**src/rtl/mc_pkg.sv**
```systemverilog
// Shared encodings for the multi-cycle MIPS-subset control unit: states, opcodes, funct codes,
// ALU operations, datapath mux selects and the per-state control word.
package mc_pkg;

  typedef enum logic [3:0] {
    StReset    = 4'd0,
    StFetch    = 4'd1,
    StDecode   = 4'd2,
    StMemAdr   = 4'd3,
    StMemRd    = 4'd4,
    StMemWb    = 4'd5,
    StMemWr    = 4'd6,
    StExec     = 4'd7,
    StSraExec  = 4'd8,
    StAluWb    = 4'd9,
    StAddiExec = 4'd10,
    StAddiWb   = 4'd11,
    StBranch   = 4'd12,
    StJump     = 4'd13
  } state_e;

  localparam logic [5:0] OpRtype = 6'b000000;
  localparam logic [5:0] OpLw    = 6'b100011;
  localparam logic [5:0] OpSw    = 6'b101011;
  localparam logic [5:0] OpBeq   = 6'b000100;
  localparam logic [5:0] OpAddi  = 6'b001000;
  localparam logic [5:0] OpJ     = 6'b000010;

  localparam logic [5:0] FnAdd = 6'b100000;
  localparam logic [5:0] FnSub = 6'b100010;
  localparam logic [5:0] FnAnd = 6'b100100;
  localparam logic [5:0] FnOr  = 6'b100101;
  localparam logic [5:0] FnSlt = 6'b101010;
  localparam logic [5:0] FnSra = 6'b000011;

  localparam logic [2:0] AluAdd = 3'b010;
  localparam logic [2:0] AluSub = 3'b110;
  localparam logic [2:0] AluAnd = 3'b000;
  localparam logic [2:0] AluOr  = 3'b001;
  localparam logic [2:0] AluSlt = 3'b111;
  localparam logic [2:0] AluSra = 3'b011;

  localparam logic [1:0] SrcAPc = 2'b00;
  localparam logic [1:0] SrcAA  = 2'b01;
  localparam logic [1:0] SrcAB  = 2'b10;

  localparam logic [2:0] SrcBB      = 3'b000;
  localparam logic [2:0] SrcBFour   = 3'b001;
  localparam logic [2:0] SrcBImm    = 3'b010;
  localparam logic [2:0] SrcBImmSh  = 3'b011;
  localparam logic [2:0] SrcBShamt  = 3'b100;

  localparam logic [1:0] PcSrcAlu    = 2'b00;
  localparam logic [1:0] PcSrcAluOut = 2'b01;
  localparam logic [1:0] PcSrcJump   = 2'b10;

  typedef struct packed {
    logic       ir_write;
    logic       pc_write;
    logic       mem_write;
    logic       i_or_d;
    logic       reg_write;
    logic       reg_dst;
    logic       mem_to_reg;
    logic       branch;
    logic       instr_done;
    logic [1:0] alu_src_a;
    logic [2:0] alu_src_b;
    logic [2:0] alu_ctl;
    logic [1:0] pc_src;
  } ctl_t;

  // Control word for a state; exec_alu_ctl is only consulted in StExec.
  function automatic ctl_t ctl_for(state_e st, logic [2:0] exec_alu_ctl);
    ctl_t c;
    c           = '0;
    c.alu_src_a = SrcAPc;
    c.alu_src_b = SrcBB;
    c.alu_ctl   = AluAnd;
    c.pc_src    = PcSrcAlu;
    case (st)
      StFetch: begin
        c.ir_write  = 1'b1;
        c.pc_write  = 1'b1;
        c.alu_src_a = SrcAPc;
        c.alu_src_b = SrcBFour;
        c.alu_ctl   = AluAdd;
      end
      StDecode: begin
        c.alu_src_a = SrcAPc;
        c.alu_src_b = SrcBImmSh;
        c.alu_ctl   = AluAdd;
      end
      StMemAdr, StAddiExec: begin
        c.alu_src_a = SrcAA;
        c.alu_src_b = SrcBImm;
        c.alu_ctl   = AluAdd;
      end
      StMemRd: c.i_or_d = 1'b1;
      StMemWb: begin
        c.mem_to_reg = 1'b1;
        c.reg_write  = 1'b1;
        c.instr_done = 1'b1;
      end
      StMemWr: begin
        c.i_or_d     = 1'b1;
        c.mem_write  = 1'b1;
        c.instr_done = 1'b1;
      end
      StExec: begin
        c.alu_src_a = SrcAA;
        c.alu_src_b = SrcBB;
        c.alu_ctl   = exec_alu_ctl;
      end
      StSraExec: begin
        c.alu_src_a = SrcAB;
        c.alu_src_b = SrcBShamt;
        c.alu_ctl   = AluSra;
      end
      StAluWb: begin
        c.reg_dst    = 1'b1;
        c.reg_write  = 1'b1;
        c.instr_done = 1'b1;
      end
      StAddiWb: begin
        c.reg_write  = 1'b1;
        c.instr_done = 1'b1;
      end
      StBranch: begin
        c.alu_src_a  = SrcAA;
        c.alu_src_b  = SrcBB;
        c.alu_ctl    = AluSub;
        c.branch     = 1'b1;
        c.pc_src     = PcSrcAluOut;
        c.instr_done = 1'b1;
      end
      StJump: begin
        c.pc_src     = PcSrcJump;
        c.pc_write   = 1'b1;
        c.instr_done = 1'b1;
      end
      default: ;
    endcase
    return c;
  endfunction

endpackage

```
**src/rtl/mc_control_fsm_if.sv**
```systemverilog
// Control bundle between the multi-cycle controller (master) and the datapath (slave).
interface mc_control_fsm_if;
  logic [5:0]  opcode;
  logic [5:0]  funct;
  logic        zero;
  logic        pc_en;
  logic        ir_write;
  logic        mem_write;
  logic        i_or_d;
  logic        reg_write;
  logic        reg_dst;
  logic        mem_to_reg;
  logic [1:0]  alu_src_a;
  logic [2:0]  alu_src_b;
  logic [2:0]  alu_ctl;
  logic [1:0]  pc_src;
  logic        instr_done;
  logic        illegal;
  logic [31:0] instr_count;
  logic [3:0]  state;

  modport master (
    input  opcode, funct, zero,
    output pc_en, ir_write, mem_write, i_or_d, reg_write, reg_dst, mem_to_reg,
           alu_src_a, alu_src_b, alu_ctl, pc_src, instr_done, illegal, instr_count, state
  );

  modport slave (
    output opcode, funct, zero,
    input  pc_en, ir_write, mem_write, i_or_d, reg_write, reg_dst, mem_to_reg,
           alu_src_a, alu_src_b, alu_ctl, pc_src, instr_done, illegal, instr_count, state
  );
endinterface

```
**src/rtl/alu_decoder.sv**
```systemverilog
// R-type funct to ALU operation decoder; purely combinational so the single-cycle core can reuse it.
module alu_decoder
  import mc_pkg::*;
(
  input  logic [5:0] funct,
  output logic [2:0] alu_ctl,
  output logic       valid
);

  always_comb begin
    alu_ctl = AluAdd;
    valid   = 1'b1;
    case (funct)
      FnAdd:   alu_ctl = AluAdd;
      FnSub:   alu_ctl = AluSub;
      FnAnd:   alu_ctl = AluAnd;
      FnOr:    alu_ctl = AluOr;
      FnSlt:   alu_ctl = AluSlt;
      FnSra:   alu_ctl = AluSra;
      default: valid   = 1'b0;
    endcase
  end

endmodule

```
**src/rtl/mc_control_fsm.sv**
```systemverilog
// Multi-cycle control FSM: sequences fetch/decode/execute/memory/write-back, drives registered
// datapath controls and counts retired instructions.
module mc_control_fsm
  import mc_pkg::*;
(
  input  logic           clk,
  input  logic           rst,
  mc_control_fsm_if.master bus
);

  state_e      state_q, state_d;
  ctl_t        ctl_q;
  logic [31:0] instr_count_q;
  logic        is_load_q;
  logic [2:0]  dec_alu_ctl;
  logic        dec_valid;
  logic        decode_illegal;

  alu_decoder u_alu_decoder (
    .funct   (bus.funct),
    .alu_ctl (dec_alu_ctl),
    .valid   (dec_valid)
  );

  always_comb begin
    state_d        = StFetch;
    decode_illegal = 1'b0;
    case (state_q)
      StReset: state_d = StFetch;
      StFetch: state_d = StDecode;
      StDecode: begin
        case (bus.opcode)
          OpLw, OpSw: state_d = StMemAdr;
          OpRtype: begin
            if (!dec_valid)               decode_illegal = 1'b1;
            else if (bus.funct == FnSra)  state_d = StSraExec;
            else                          state_d = StExec;
          end
          OpBeq:   state_d = StBranch;
          OpAddi:  state_d = StAddiExec;
          OpJ:     state_d = StJump;
          default: decode_illegal = 1'b1;
        endcase
      end
      StMemAdr:             state_d = is_load_q ? StMemRd : StMemWr;
      StMemRd:              state_d = StMemWb;
      StExec, StSraExec:    state_d = StAluWb;
      StAddiExec:           state_d = StAddiWb;
      default:              state_d = StFetch;
    endcase
  end

  // Outputs are registered: the control word for the next state is loaded with the state itself,
  // and the EXEC ALU operation is decoded from funct while still in DECODE.
  always_ff @(posedge clk or negedge rst) begin
    if (!rst) begin
      state_q       <= StReset;
      ctl_q         <= '0;
      instr_count_q <= '0;
      is_load_q     <= 1'b0;
    end else begin
      state_q <= state_d;
      ctl_q   <= ctl_for(state_d, dec_alu_ctl);
      if (ctl_q.instr_done) instr_count_q <= instr_count_q + 32'd1;
      if (state_q == StDecode) is_load_q <= (bus.opcode == OpLw);
    end
  end

  assign bus.pc_en       = ctl_q.pc_write | (ctl_q.branch & bus.zero);
  assign bus.ir_write    = ctl_q.ir_write;
  assign bus.mem_write   = ctl_q.mem_write;
  assign bus.i_or_d      = ctl_q.i_or_d;
  assign bus.reg_write   = ctl_q.reg_write;
  assign bus.reg_dst     = ctl_q.reg_dst;
  assign bus.mem_to_reg  = ctl_q.mem_to_reg;
  assign bus.alu_src_a   = ctl_q.alu_src_a;
  assign bus.alu_src_b   = ctl_q.alu_src_b;
  assign bus.alu_ctl     = ctl_q.alu_ctl;
  assign bus.pc_src      = ctl_q.pc_src;
  assign bus.instr_done  = ctl_q.instr_done;
  assign bus.illegal     = decode_illegal;
  assign bus.instr_count = instr_count_q;
  assign bus.state       = state_q;

endmodule

```
**src/flat_wrapper.sv**
```systemverilog
// flat-port wrapper written by rule: the top's interface ports become plain ports
module mc_control_fsm_flat import mc_pkg::*;
  (clk, rst, bus_opcode, bus_funct, bus_zero, bus_pc_en, bus_ir_write, bus_mem_write, bus_i_or_d, bus_reg_write, bus_reg_dst, bus_mem_to_reg, bus_alu_src_a, bus_alu_src_b, bus_alu_ctl, bus_pc_src, bus_instr_done, bus_illegal, bus_instr_count, bus_state);
  mc_control_fsm_if bus_i ();
  input  logic clk;
  input  logic rst;
  input wire logic [$bits(bus_i.opcode)-1:0] bus_opcode;
  input wire logic [$bits(bus_i.funct)-1:0] bus_funct;
  input wire logic [$bits(bus_i.zero)-1:0] bus_zero;
  output wire logic [$bits(bus_i.pc_en)-1:0] bus_pc_en;
  output wire logic [$bits(bus_i.ir_write)-1:0] bus_ir_write;
  output wire logic [$bits(bus_i.mem_write)-1:0] bus_mem_write;
  output wire logic [$bits(bus_i.i_or_d)-1:0] bus_i_or_d;
  output wire logic [$bits(bus_i.reg_write)-1:0] bus_reg_write;
  output wire logic [$bits(bus_i.reg_dst)-1:0] bus_reg_dst;
  output wire logic [$bits(bus_i.mem_to_reg)-1:0] bus_mem_to_reg;
  output wire logic [$bits(bus_i.alu_src_a)-1:0] bus_alu_src_a;
  output wire logic [$bits(bus_i.alu_src_b)-1:0] bus_alu_src_b;
  output wire logic [$bits(bus_i.alu_ctl)-1:0] bus_alu_ctl;
  output wire logic [$bits(bus_i.pc_src)-1:0] bus_pc_src;
  output wire logic [$bits(bus_i.instr_done)-1:0] bus_instr_done;
  output wire logic [$bits(bus_i.illegal)-1:0] bus_illegal;
  output wire logic [$bits(bus_i.instr_count)-1:0] bus_instr_count;
  output wire logic [$bits(bus_i.state)-1:0] bus_state;
  assign bus_i.opcode = bus_opcode;
  assign bus_i.funct = bus_funct;
  assign bus_i.zero = bus_zero;
  assign bus_pc_en = bus_i.pc_en;
  assign bus_ir_write = bus_i.ir_write;
  assign bus_mem_write = bus_i.mem_write;
  assign bus_i_or_d = bus_i.i_or_d;
  assign bus_reg_write = bus_i.reg_write;
  assign bus_reg_dst = bus_i.reg_dst;
  assign bus_mem_to_reg = bus_i.mem_to_reg;
  assign bus_alu_src_a = bus_i.alu_src_a;
  assign bus_alu_src_b = bus_i.alu_src_b;
  assign bus_alu_ctl = bus_i.alu_ctl;
  assign bus_pc_src = bus_i.pc_src;
  assign bus_instr_done = bus_i.instr_done;
  assign bus_illegal = bus_i.illegal;
  assign bus_instr_count = bus_i.instr_count;
  assign bus_state = bus_i.state;
  mc_control_fsm u_core (.clk(clk), .rst(rst), .bus(bus_i));
endmodule
```
**config.mk**
```make
export PLATFORM = sky130hd
export DESIGN_NAME = mc_control_fsm_flat
export DESIGN_NICKNAME = d
export VERILOG_FILES = /design/src/rtl/mc_pkg.sv /design/src/rtl/mc_control_fsm_if.sv /design/src/rtl/alu_decoder.sv /design/src/rtl/mc_control_fsm.sv /design/src/flat_wrapper.sv
export SDC_FILE = /design/constraint.sdc
export NUM_CORES = 1
export LEC_CHECK = 0
export CAP_MARGIN = 15
export CORE_MARGIN = 2
export CORE_UTILIZATION = 60
export CTS_CLUSTER_SIZE = 14
export DETAILED_ROUTE_END_ITERATION = 8
export DONT_BUFFER_PORTS = 1
export PLACE_DENSITY = 0.76
export SYNTH_ARGS = -nofsm -noshare
export SYNTH_HDL_FRONTEND = slang
export SYNTH_HIERARCHICAL = 1
export SYNTH_SLANG_ARGS = --single-unit
export TNS_END_PERCENT = 10
```
**constraint.sdc**
```tcl
create_clock -name clk -period 2.8 [get_ports clk]
set_clock_uncertainty 0.05 [all_clocks]
set_input_delay 0.56 -clock clk [delete_from_list [all_inputs] [get_ports clk]]
set_output_delay 0.56 -clock clk [all_outputs]
set_load 0.01 [all_outputs]
```
==> results.py <==
metrics = {
    "timing": {
        "post-route-period-util_pct": 89.0,
        "finalHoldViolations": 0,
        "max_freq_mhz": 401,
        "setup_ws_ns": 0.309,
        "slew_violations": 0,
        "tightestPinTransition_ns": 0.611,
        "setup_violations": 0,
        "slew_headroom_pct": 58.9,
        "fin_tns_setup_ns": 0,
        "rsz0062_at_grt": "false",
        "final.min_clock_period_ns": 2.49,
    },
    "setup_path": {
        "slowest_delay_ns": 0.40,
        "path_delay_family": "simple AND/OR/NAND/NOR gates",
        "critPathBufInv": 0,
        "cp_slowest_cell": "or4_1",
        "crit_path_start_kind": "primary input",
        "worst-path-stages": 7,
        "worstPathCellList": "nand2b_1 -> or4_1 -> a21oi_1 -> nor3b_1 -> nand2_1 -> nand3_1 -> nor2_1",
        "crit_arrival_ns": 1.88,
        "critPathRequiredTime_ns": 2.19,
        "cp-end-kind": "primary output",
        "rrSetupSlack_ns": 0.71,
        "r2r-start": "u_core/bus.state[1]$_DFF_PN0_",
        "crit_path_max_fanout": 7,
        "r2r_end": "u_core/bus.alu_ctl[1]$_DFF_PN0_",
        "worstSetupPathType": "primary input to primary output",
        "reg2reg_depth": 7,
    },
    "yosys": {
        "seq_area_frac_synth_pct": 53.0,
        "ys_seq_elements": 54,
        "synth_nets": 262,
        "ys.flop_type": "dfrtp_1",
        "synth_area_per_cell_um2": 10.4,
        "synth-edff-count": 0,
        "synthDistinctLibCells": 47,
        "synthCells": 246,
        "synthesis.area_mm2": 0.00255,
        "ys.warnings.count": 6,
        "synthArstFlopShare_pct": 100,
    },
    "global_route": {
        "grt-ovfl-total": 0,
        "grt_pass1_vias": 1675,
        "track_usage_pct": 21.0,
        "grt_max_degree": 55,
        "antenna_found_initial": 0,
        "grt_pass1_wl_um": 8070,
    },
    "routing": {
        "ant_nets": 0,
        "drc_errors": 0,
        "vias_per_cell": 5.82,
        "wire_per_inst_um": 16.1,
        "totalWireLength_um": 4770,
        "vias": 1722,
        "first_iter_violations": 115,
        "dr.pass1.iters": 4,
    },
    "pwr": {
        "peakVddDrop_mv": 0.493,
        "total_power_uw": 2130,
        "pwr_density_cell_mw_per_mm2": 791,
        "total_leakage_power_uw": 0.00125,
    },
    "die": {
        "pin_count": 70,
        "die_w_um": 69.2,
        "die_area_mm2": 0.00478,
        "core_mm2": 0.00406,
        "rows": 23,
        "die_height_um": 69.2,
        "initial_core_util_pct": 62.8,
    },
    "clocking": {
        "cts.repair.resized": 0,
        "h-tree-depth": 2,
        "clock_path_buffers": 2,
        "cts_sinks": 54,
        "clk_latency_ns": 0.30,
        "cts_buffers": 5,
        "cts_root_buffer": "clkbuf_8",
        "cts_tree": "done",
        "path_clk_slew_ns": 0.09,
    },
    "place": {
        "dp.final_hpwl_um": 3490,
        "placed_cell_area_mm2": 0.00255,
        "gp_routability_congestion": 0.817,
        "io_buffers": 0,
        "pre_cts_slack_ns": 0.0867,
    },
    "run": {
        "maxCapViolCount": 0,
    },
    "run_status": {
        "status": "finished, final reports clean",
    },
    "final_layout": {
        "final_nets": 261,
        "n_antenna_cell": 0,
        "final_cell_area_mm2": 0.00269,
        "syn_to_final_growth_pct": 5.50,
        "largest_reg_flops": 32,
        "drive_above_1_share_pct": 8.13,
    },
    "hold_path": {
        "hold_path_class": "primary input to asynchronous set/reset pin",
    },
}
==> cell type report <==
class / instances / area, um2
Timing Repair Buffer: 4 / 50.0
Inverter: 9 / 33.8
Sequential cell: 54 / 1350
Fill cell: 325 / 1370
Clock buffer: 8 / 110
Multi-Input combinational cell: 171 / 1080
Tap cell: 50 / 62.6
==> timing repair <==
| item | in CTS | in global routing |
|---|---|---|
| hold buffers | 1 | 0 |
| endpoints found under the hold margin | 54 | 0 |
| setup buffers | 0 | 0 |
==> metal layers <==
layer / wire, um / track usage, %
met5: 0 / 0
met4: 102 / 8.28
met2: 2350 / 34.7
met1: 2080 / 25.8
met3: 238 / 6.29
==> Yosys cell counts, drive strengths merged, types with 2 or more instances <==
library cell	count	area share [%]
a21boi	2	0.59
a21o	4	1.2
a21oi	5	1.1
and2	2	0.49
and3	10	2.5
buf	10	2.9
clkbuf	2	0.29
dfrtp	54	53
inv	9	1.3
nand2	32	4.7
nand2b	5	1.2
nand3	10	2.0
nand3b	2	0.59
nand4	6	1.5
nor2	15	2.2
nor3	7	1.4
nor4	2	0.49
o211ai	2	0.59
o21ai	7	1.4
o31ai	3	0.88
o41ai	2	0.69
or2	2	0.59
or3	3	0.93
or4	2	0.74
xnor2	22	7.6
xor2	10	3.4
==> cell usage in the layout, fill, tap and decap left out, types with 2 or more instances in the layout <==
| master | count |
|---|---|
| a21boi_0 | 2 |
| a21o_1 | 4 |
| a21oi_1 | 4 |
| and2_1 | 2 |
| and3_1 | 10 |
| buf_4 | 3 |
| clkbuf_8 | 8 |
| dfrtp_1 | 54 |
| inv_1 | 8 |
| nand2_1 | 32 |
| nand2b_1 | 5 |
| nand3_1 | 10 |
| nand3b_1 | 2 |
| nand4_1 | 6 |
| nor2_1 | 15 |
| nor3_1 | 7 |
| nor4_1 | 2 |
| o211ai_1 | 2 |
| o21ai_0 | 7 |
| o31ai_1 | 3 |
| o41ai_1 | 2 |
| or3_1 | 2 |
| xnor2_1 | 22 |
| xor2_1 | 10 |
==> worst max path at each step <==
stage / endpoint / start
after floorplan: u_core/bus.alu_ctl[2]$_DFF_PN0_ / bus_funct[2]
after global placement: u_core/bus.alu_ctl[1]$_DFF_PN0_ / bus_funct[2]
after detailed placement: u_core/bus.alu_ctl[1]$_DFF_PN0_ / bus_funct[2]
after CTS: bus_illegal / bus_funct[2]
after global routing: u_core/bus.alu_ctl[1]$_DFF_PN0_ / bus_funct[2]
final: bus_illegal / bus_funct[2]
==> cells by family after synthesis <==
group / after synthesis / synth area share [%]
compound gates: 30 / 8.25
xor+xnor: 32 / 11.0
fa+ha+maj: 1 / 0.491
buf+inv: 21 / 4.57
flops: 54 / 53.0
mux: 1 / 0.442
simple gates: 107 / 22.2
==> metrics by stage <==
| step | instances | hold slack [ns] | utilization [%] |
|---|---|---|---|
| 2_1_floorplan | 246 | 0.214 | - |
| 3_3_place_gp | 287 | 0.215 | 62.8 |
| 3_5_place_dp | 287 | 0.215 | 62.8 |
| 4_1_cts | 296 | 0.0552 | 66.2 |
| 6_report | 296 | 0.0602 | 66.2 |
| 5_1_grt | 296 | 0.0641 | 66.2 |
==> power by group <==
| group | internal, uW | switching (uW) | total (uW) | leakage (uW) |
|---|---|---|---|---|
| Sequential | 927 | 231 | 1160 | 0.000725 |
| Combinational | 217 | 272 | 489 | 0.000466 |
| Clock | 250 | 228 | 478 | 0.0000575 |
| Total | 1390 | 732 | 2130 | 0.00125 |
(Power assumes the default switching activity.)
